<file path="config.mk">
export PLATFORM = sky130hd
export DESIGN_NAME = random_pulse_gen_mc
export DESIGN_NICKNAME = d
export VERILOG_FILES = /design/src/rtl/random_pulse_gen_mc.sv
export SDC_FILE = /design/constraint.sdc
export NUM_CORES = 1
export LEC_CHECK = 0
export ABC_AREA = 1
export CAP_MARGIN = 20
export CORE_MARGIN = 5
export CORE_UTILIZATION = 63
export CTS_CLUSTER_SIZE = 10
export DETAILED_ROUTE_END_ITERATION = 7
export PLACE_DENSITY = 0.91
export SYNTH_ARGS = -nofsm -noshare
export SYNTH_HDL_FRONTEND = slang
export SYNTH_SLANG_ARGS = --single-unit
</file>
<file path="constraint.sdc">
create_clock -name clk -period 2.8 [get_ports clk]
set_clock_uncertainty 0.15 [all_clocks]
set_input_delay 0.56 -clock clk [delete_from_list [all_inputs] [get_ports clk]]
set_output_delay 0.56 -clock clk [all_outputs]
set_load 0.03 [all_outputs]
</file>
<file path="src/rtl/random_pulse_gen_mc.sv">
// Multi-channel LFSR random pulse generator: per-channel maximal-length LFSR, threshold
// trigger, programmable pulse width / hold-off and saturating pulse counters.

module random_pulse_gen_ch #(
    parameter int              WIDTH    = 32,
    parameter int              LEN_W    = 4,
    parameter logic [WIDTH-1:0] RST_SEED = 1
) (
    input  logic             clk,
    input  logic             rst_n,
    input  logic             en,
    input  logic [1:0]       freq,
    input  logic [LEN_W-1:0] pulse_len,
    input  logic [LEN_W-1:0] holdoff,
    input  logic             seed_ld,
    input  logic [WIDTH-1:0] seed_data,
    input  logic             cnt_clear,
    output logic             pulse_nx,
    output logic             pulse,
    output logic [15:0]      cnt
);
    typedef enum logic [1:0] {IDLE, PULSE, HOLD} state_t;

    localparam logic [WIDTH-1:0] ONE = WIDTH'(1);

    state_t           st, st_nx;
    logic [LEN_W-1:0] len_cnt, len_nx, hold_cnt, hold_nx;
    logic [15:0]      cnt_nx;
    logic [WIDTH-1:0] lfsr, lfsr_nx, thresh;
    logic             fb, trig, inc;

    if (WIDTH == 32) begin : g_fb32
        assign fb = lfsr[31] ^ lfsr[21] ^ lfsr[1] ^ lfsr[0];
    end else begin : g_fb16
        assign fb = lfsr[15] ^ lfsr[14] ^ lfsr[12] ^ lfsr[3];
    end

    always_comb begin
        case (freq)
            2'd0:    thresh = ONE << (WIDTH - 12);
            2'd1:    thresh = ONE << (WIDTH - 13);
            2'd2:    thresh = ONE << (WIDTH - 14);
            default: thresh = ONE << (WIDTH - 15);
        endcase
    end

    assign trig = en & (lfsr < thresh);

    // A seed load wins over the shift; an all-zero seed would lock the LFSR, so it becomes 1.
    always_comb begin
        lfsr_nx = lfsr;
        if (seed_ld)
            lfsr_nx = (seed_data == '0) ? ONE : seed_data;
        else if (en)
            lfsr_nx = {lfsr[WIDTH-2:0], fb};
    end

    always_comb begin
        st_nx   = st;
        len_nx  = len_cnt;
        hold_nx = hold_cnt;
        inc     = 1'b0;
        if (!en) begin
            st_nx = IDLE;
        end else begin
            case (st)
                IDLE: begin
                    if (trig) begin
                        st_nx  = PULSE;
                        len_nx = pulse_len;
                        inc    = 1'b1;
                    end
                end
                PULSE: begin
                    if (len_cnt == '0) begin
                        if (holdoff == '0) begin
                            st_nx = IDLE;
                        end else begin
                            st_nx   = HOLD;
                            hold_nx = holdoff;
                        end
                    end else begin
                        len_nx = len_cnt - 1'b1;
                    end
                end
                HOLD: begin
                    if (hold_cnt == '0) st_nx = IDLE;
                    else                hold_nx = hold_cnt - 1'b1;
                end
                default: st_nx = IDLE;
            endcase
        end
    end

    always_comb begin
        cnt_nx = cnt;
        if (cnt_clear)
            cnt_nx = '0;
        else if (inc && cnt != 16'hFFFF)
            cnt_nx = cnt + 16'd1;
    end

    assign pulse_nx = (st_nx == PULSE);

    always_ff @(posedge clk or negedge rst_n) begin
        if (!rst_n) begin
            st       <= IDLE;
            len_cnt  <= '0;
            hold_cnt <= '0;
            cnt      <= '0;
            lfsr     <= RST_SEED;
            pulse    <= 1'b0;
        end else begin
            st       <= st_nx;
            len_cnt  <= len_nx;
            hold_cnt <= hold_nx;
            cnt      <= cnt_nx;
            lfsr     <= lfsr_nx;
            pulse    <= pulse_nx;
        end
    end
endmodule

module random_pulse_gen_mc #(
    parameter int          WIDTH        = 32,
    parameter int          CHANNELS     = 4,
    parameter int          LEN_W        = 4,
    parameter logic [31:0] DEFAULT_SEED = 32'h0AAAAAAA
) (
    input  logic                   clk,
    input  logic                   rst_n,
    input  logic [CHANNELS-1:0]    enable,
    input  logic [2*CHANNELS-1:0]  frequency,
    input  logic [LEN_W-1:0]       pulse_len,
    input  logic [LEN_W-1:0]       holdoff,
    input  logic                   seed_valid,
    input  logic [2:0]             seed_ch,
    input  logic [WIDTH-1:0]       seed_data,
    input  logic                   cnt_clear,
    output logic [CHANNELS-1:0]    pulse,
    output logic                   pulse_any,
    output logic [16*CHANNELS-1:0] pulse_count
);
    if (WIDTH != 16 && WIDTH != 32) begin : g_bad_width
        $error("random_pulse_gen_mc: WIDTH must be 16 or 32");
    end
    if (CHANNELS < 1 || CHANNELS > 8) begin : g_bad_channels
        $error("random_pulse_gen_mc: CHANNELS must be 1..8");
    end

    typedef struct packed {
        logic        pulse_nx;
        logic        pulse;
        logic [15:0] cnt;
    } ch_rsp_t;

    localparam logic [WIDTH-1:0] BASE_SEED = DEFAULT_SEED[WIDTH-1:0];

    ch_rsp_t [CHANNELS-1:0] rsp;
    logic    [CHANNELS-1:0] pulse_nx_vec;

    for (genvar c = 0; c < CHANNELS; c++) begin : g_ch
        localparam logic [WIDTH-1:0] SEED_X = BASE_SEED ^ WIDTH'(c + 1);
        localparam logic [WIDTH-1:0] SEED_C = (SEED_X == '0) ? WIDTH'(1) : SEED_X;

        random_pulse_gen_ch #(
            .WIDTH    (WIDTH),
            .LEN_W    (LEN_W),
            .RST_SEED (SEED_C)
        ) u_ch (
            .clk       (clk),
            .rst_n     (rst_n),
            .en        (enable[c]),
            .freq      (frequency[2*c+1:2*c]),
            .pulse_len (pulse_len),
            .holdoff   (holdoff),
            .seed_ld   (seed_valid && (seed_ch == 3'(c))),
            .seed_data (seed_data),
            .cnt_clear (cnt_clear),
            .pulse_nx  (rsp[c].pulse_nx),
            .pulse     (rsp[c].pulse),
            .cnt       (rsp[c].cnt)
        );

        assign pulse_nx_vec[c]         = rsp[c].pulse_nx;
        assign pulse[c]                = rsp[c].pulse;
        assign pulse_count[16*c +: 16] = rsp[c].cnt;
    end

    // Registered from the next-cycle pulse values so it lines up with pulse.
    always_ff @(posedge clk or negedge rst_n) begin
        if (!rst_n) pulse_any <= 1'b0;
        else        pulse_any <= |pulse_nx_vec;
    end
endmodule

</file>
# Yosys cells after proc, flatten, opt, wreduce, memory -nomap -nowiden
# Cells that the tools add are included.
# W data, S select, Z words.
[op_classes] n_addsub=12 order_cmp=4 n_eq_ne=47 muxes=79 bitwise=16 reduce_logical=52
[ops] operator="$mux W32" n=9
[ops] operator="$pmux W21 S3" n=4
[ops] operator="$lt A32 B21 Y1" n=4
[ops] operator="$mux W16" n=8
[ops] operator="$mux W4" n=17
[ops] operator="$add A16 B1 Y16 const B" n=4
[ops] operator="$ne A16 B16 Y1 const B" n=4
[ops] operator="$pmux W4 S2" n=8
[ops] operator="$logic_not A4 Y1" n=9
[ops] operator="$mux W2" n=17
[ops] operator="$logic_not A32 Y1" n=1
[ops] operator="$reduce_bool A2 Y1" n=16
[ops] operator="$sub A4 B1 Y4 const B" n=8
[ops] operator="$eq A2 B1 Y1 const B" n=12
[ops] operator="$ne A2 B2 Y1 const B" n=12
[ops] operator="$pmux W2 S3" n=4
[ops] operator="$reduce_and A5 Y1" n=4
[ops] operator="$eq A2 B2 Y1 const B" n=8
[ops] operator="$logic_not A2 Y1" n=8
[ops] operator="$ne A2 B1 Y1 const B" n=8
[ops] operator="$reduce_and A4 Y1" n=4
[ops] operator="$mux W1" n=12
[ops] operator="$xor A1 B1 Y1" n=12
[ops] operator="$logic_and A1 B1 Y1" n=8
[ops] operator="5 further kinds" n=9
[totals] ff_bits=237 in_bits=59 output_inout_bits=69 wordCells=235

# Longest topological paths before layout
[logic_depth] ltp_word=10 ltp_mapped=14

# Cells and area by module
# A second synthesis with hierarchy kept.
[unflattened] hier_cells=1882 area_unflattened_um2=14148.6
[by_module_without_submodules] module="random_pulse_gen_ch at g_ch[3].u_ch" instances=1 cells_per_inst=476 area_each_um2=3616.0 seq_area_each_um2=1495.2
[by_module_without_submodules] module="random_pulse_gen_ch at g_ch[0].u_ch" instances=1 cells_per_inst=463 area_each_um2=3492.1 seq_area_each_um2=1495.2
[by_module_without_submodules] module="random_pulse_gen_ch at g_ch[1].u_ch" instances=1 cells_per_inst=463 area_each_um2=3489.6 seq_area_each_um2=1492.7
[by_module_without_submodules] module="random_pulse_gen_ch at g_ch[2].u_ch" instances=1 cells_per_inst=465 area_each_um2=3473.3 seq_area_each_um2=1493.9
[by_module_without_submodules] module="random_pulse_gen_mc" instances=1 cells_per_inst=15 area_each_um2=77.6 seq_area_each_um2=25.0

# Worst setup path before layout
# No wires, ideal clock.
[synth_timing] kind="input to register" from="in frequency[7]" to="reg g_ch[3].u_ch.cnt[12]" setup_ns=0.119 arrival_ns=1.744 required_time_ns=2.531 slack_ns=0.787 path_stages=12 path_cell_list="inv_1 > nand2_1 > ha_1 > a21oi_1 > nand2_1 > nand2_1 > inv_1 > nor2_1 > nand3_2 > buf_4 > nand3_1 > nand2_1"
[synth_via] elab_chain_len=9 word_cells_on_any_way=11 classes_between="order compare: 1; eq/ne: 2; mux: 4; bitwise: 1; reduce/logical: 3"
[synth_rtl] item="start: declaration" line="133" source="input logic [2*CHANNELS-1:0] frequency,"
[synth_rtl] item="$eq A2 B2 Y1 (tied with other cells)" line="39" source="case (freq)"
[synth_rtl] item="$pmux W21 S3 (*)" line="39"
[synth_rtl] item="$lt A32 B21 Y1 (*)" line="47" source="assign trig = en & (lfsr < thresh);"
[synth_rtl] item="$and A1 B1 Y1 (*)" line="47"
[synth_rtl] item="$mux W1 (*)" line="68" source="if (trig) begin"
[synth_rtl] item="$mux W1 (*)" line="66" source="case (st)"
[synth_rtl] item="$mux W1 (*)" line="63" source="if (!en) begin"
[synth_rtl] item="$logic_and A1 B1 Y1 (*)" line="99" source="else if (inc && cnt != 16'hFFFF)"
[synth_rtl] item="$reduce_bool A2 Y1 (no line) (*)"
[synth_rtl] item="end signal: assignment" line="117" source="cnt <= cnt_nx;"
[synth_rtl] item="end: declaration" line="20" source="output logic [15:0] cnt"
# Every way passes the cells marked *; elsewhere a longest branch is shown, timed or not.
# A chain may end at the register's enable or synchronous reset.

# Worst setup path in the final report
[layout_timing] from="reg g_ch[0].u_ch.cnt[12]" to="out pulse_count[12]"
[layout_rtl] item="start: declaration" line="20"
[layout_rtl] item="start signal: assignment" line="117"
[layout_rtl] item="end: declaration" line="142" source="output logic [16*CHANNELS-1:0] pulse_count"
# No word-level cell between the ends.

==> summary.md <==
| Metric | Value |
|---|---|
| Result of the run | finished clean |
| Count of input and output buffers | 127 |
| I/O pins | 128 |
| Fin crit share | 0.891 |
| Number of global-route vias before repair | ~12,000 |
| Critical Path RT | 2.09 ns |
| Antenna violations before repair | 1 |
| Worst EP arrival | 1.79 ns |
| DP Wirelength | 25,400 µm |
| Min cycle time layout | ~2.5 ns |
| #FFs+latches synth | about 240 |
| Total number of vias | 12,800 |
| Net Count, Synth | 1,797 |
| DRC viols | 0 |
| Fillers | 1,386 |
| Detailed Route WL | 37,200 µm |
| First-pass GRT wire length | 61,000 µm |
| Num CTS Buffers | 28 |
| Row cnt | 53 |
| Worst Path Max Fanout | 6 |
| Fin nets | approximately 1,900 |
| Antenna viol nets, final | 0 |
| Largest net degree at the start of global routing | 71 |
| F_max | 401 MHz |
| Core area | 20,900 µm² |
| Initial core utilization | 0.636 |
| P per Cell Area | ~660 nW/µm² |
| CTS tree | built |
| Post-CTS Resized | 0 |
| Sequential fraction of the synthesis area | 0.452 |
| RSZ-0062 raised after global routing | no |
| Placer Congestion | 0.931 |
| Clock Sink Count | 237 |
| Headroom to the max-slew limit | 0.452 |
| Delay-heaviest family, CP | buffers and inverters |
| Buf+Inv Stages, Crit Path | 1 |
| Clock slew at reported path FFs | 0.06 ns |
| Synth Cell Area | 13,300 µm² |
| Final setup fails | 0 |
| H-tree depth | 1 |
| Element type at the critical path end | output port |
| Post-synth EDFFs | 0 |
| Via density | 5.96 |
| Synth-to-Final Area Change | 19.2% |
| Reported max-cap violation count | 0 |
| Synth async-reset ratio | 1.00 |
| Crit path cell chain | clkdlybuf4s50_1 |
| Die height | around 160 µm |
| WL/cell | 17.3 µm |
| Worst vdd ir | 0.463 mV |
| Worst setup SP type | flip-flop |
| Max-slew violation count | 0 |
| Worst-skew pair later-pin latency | 0.55 ns |
| GRT Util Overall | 0.306 |
| Setup Crit Path Kind | flip-flop to output port |
| Leakage power figure | between 7 and 8 nW |
| Die ar. | 24,100 µm² |
| Remaining global-route overflow | 0 |
| Worst Max-Slew Pin Slew | 0.821 ns |
| Sequential Area | 6000 µm² |
| Hold violation count in the final report | 0 |
| Synth Flop Type | dfrtp_1 |
| Root Buffer | clkbuf_16 |
| Die span in x | between 150 and 200 µm |
| Setup TNS Final | 0 ns |
| Ratio of cells with drive above 1 in the final layout | 0.0886 |
| Worst Hold Class | flip-flop to flip-flop |
| Drt first pass iters | 6 |
| Yosys cell types | 34 |
| Initial DRC Count | 1,529 |
| Cells after Synth | between 1,500 and 2,000 |
| Largest buffer count on any clock path | 3 |
| Syn Area/Cell | 7.75 µm² |
| Multi-input logic area | ~6100 µm² |
| Pwr Total | about 0.011 W |
| Slowest CP cell | clkdlybuf4s50_1 |
| Slowest stage delay, CP | around 0.74 ns |
| Ys Warns | 0 |
logic make-up after synthesis:
| family | after synthesis | share of synthesized area |
|---|---|---|
| xor gates and xnor gates | 67 | 0.0442 |
| and+or+nand+nor | 893 | 0.286 |
| adders and majority gates | 24 | 0.0226 |
| AOI/OAI and AO/OA | 201 | 0.106 |
| buffers and inverters | 292 | 0.0900 |
| DFF | 237 | 0.452 |
sequential cells by signal, summed over array words and instances (netlist names):
register,count
g_ch.u_ch.lfsr,128
g_ch.u_ch.cnt,64
g_ch.u_ch.hold_cnt,16
g_ch.u_ch.len_cnt,16
g_ch.u_ch.st,8
g_ch.u_ch.pulse,4
pulse_any,1
tightest hold or removal path, delay by kind of cell (launching register included):
kind | cells | cell delay (ns)
AO/OA/AOI/OAI | 1 | 0.06
flip-flops | 1 | 0.34
AND/OR/NAND/NOR | 1 | 0.05
cell type report:
class / count / area share
antenna: 1 / 0.000158
clock buffer: 50 / 0.0507
clock inverter: 2 / 0.00134
inverter: 234 / 0.0555
multi-input combinational: 1185 / 0.385
sequential: 237 / 0.379
tap: 275 / 0.0217
timing repair buffer: 165 / 0.107
cell usage after synthesis, types with 16 or more instances:
library cell / count / area share
o221ai_1: 54 / 0.036
nand2_1: 485 / 0.14
o211ai_1: 73 / 0.041
buf_2: 23 / 0.0087
ha_1: 24 / 0.023
xnor2_1: 16 / 0.011
clkbuf_1: 18 / 0.0051
xor2_1: 51 / 0.034
nor2_1: 148 / 0.042
dfstp_2: 57 / 0.11
inv_1: 223 / 0.063
dfrtp_1: 180 / 0.34
nand3_1: 201 / 0.076
nand4_1: 22 / 0.010
o21ai_0: 56 / 0.021
per-stage QoR:
step | hold WS [ns] | util | instances | setup WS [ns] | area, µm²
detailed placement | 0.322 | 0.718 | 2095 | -0.0155 | 15000
global route | 0.363 | 0.758 | 2149 | 0.270 | 15800
floorplan | 0.114 | - | 1714 | 0.787 | 13300
finish | 0.340 | 0.758 | 2149 | 0.304 | 15800
global placement | 0.313 | 0.718 | 2095 | 0.0901 | 15000
CTS | 0.338 | 0.758 | 2148 | 0.307 | 15800
metal layers:
layer / GRT usage / up-vias / routed length [µm]
met5: 0 / - / 0
met4: 0.125 / 0 / 1350
met3: 0.0523 / 127 / 3510
met2: 0.497 / 698 / 17900
met1: 0.410 / 6107 / 14500
li1: - / 5877 / -
repair_timing:
item	in CTS	in global routing
setup buffers	0	0
hold endpoints to repair	44	0
hold buffers	1	0
where the power goes:
part / total [W] / internal, W / leakage, nW / switching [W]
clock network: 0.00333 / 0.00192 / 0.394 / 0.00141
logic: 0.00252 / 0.000968 / 4.19 / 0.00155
registers: 0.00465 / 0.00421 / 2.98 / 0.000448
total: 0.0105 / 0.00710 / 7.56 / 0.00341
worst paths after layout:
check | start | end | slack [ns] | cells past startpoint
hold reg to reg | g_ch[0].u_ch.len_cnt[2] | g_ch[0].u_ch.len_cnt[2] | 0.34 | 2
setup / recovery | g_ch[0].u_ch.cnt[12] | pulse_count[12] | 0.30 | 1
hold / removal | g_ch[0].u_ch.len_cnt[2] | g_ch[0].u_ch.len_cnt[2] | 0.34 | 2
max in group asynchronous | rst_n | g_ch[0].u_ch.lfsr[21] | 1.32 | 3
min in group asynchronous | rst_n | g_ch[1].u_ch.lfsr[8] | 0.42 | 2
setup reg to reg | g_ch[0].u_ch.lfsr[19] | g_ch[0].u_ch.cnt[0] | 0.58 | 9
cells in the final DEF (no fill, tap or decap), types with 4 or more instances in the layout:
cell,count
nand2_2,4
nor2_1,148
buf_12,10
clkdlybuf4s50_1,126
o21ai_0,56
a21oi_1,9
nand4_1,22
xor2_1,51
dfrtp_1,180
nand3_2,7
buf_4,27
o22ai_1,4
clkbuf_16,28
nand2_1,485
dfstp_2,57
o211ai_1,73
clkbuf_1,20
xnor2_1,16
inv_2,12
inv_1,222
nand3_1,200
nor3_1,10
ha_1,24
o221ai_1,54
nor2_2,11
No activity file was read; power rests on OpenSTA's default activity.
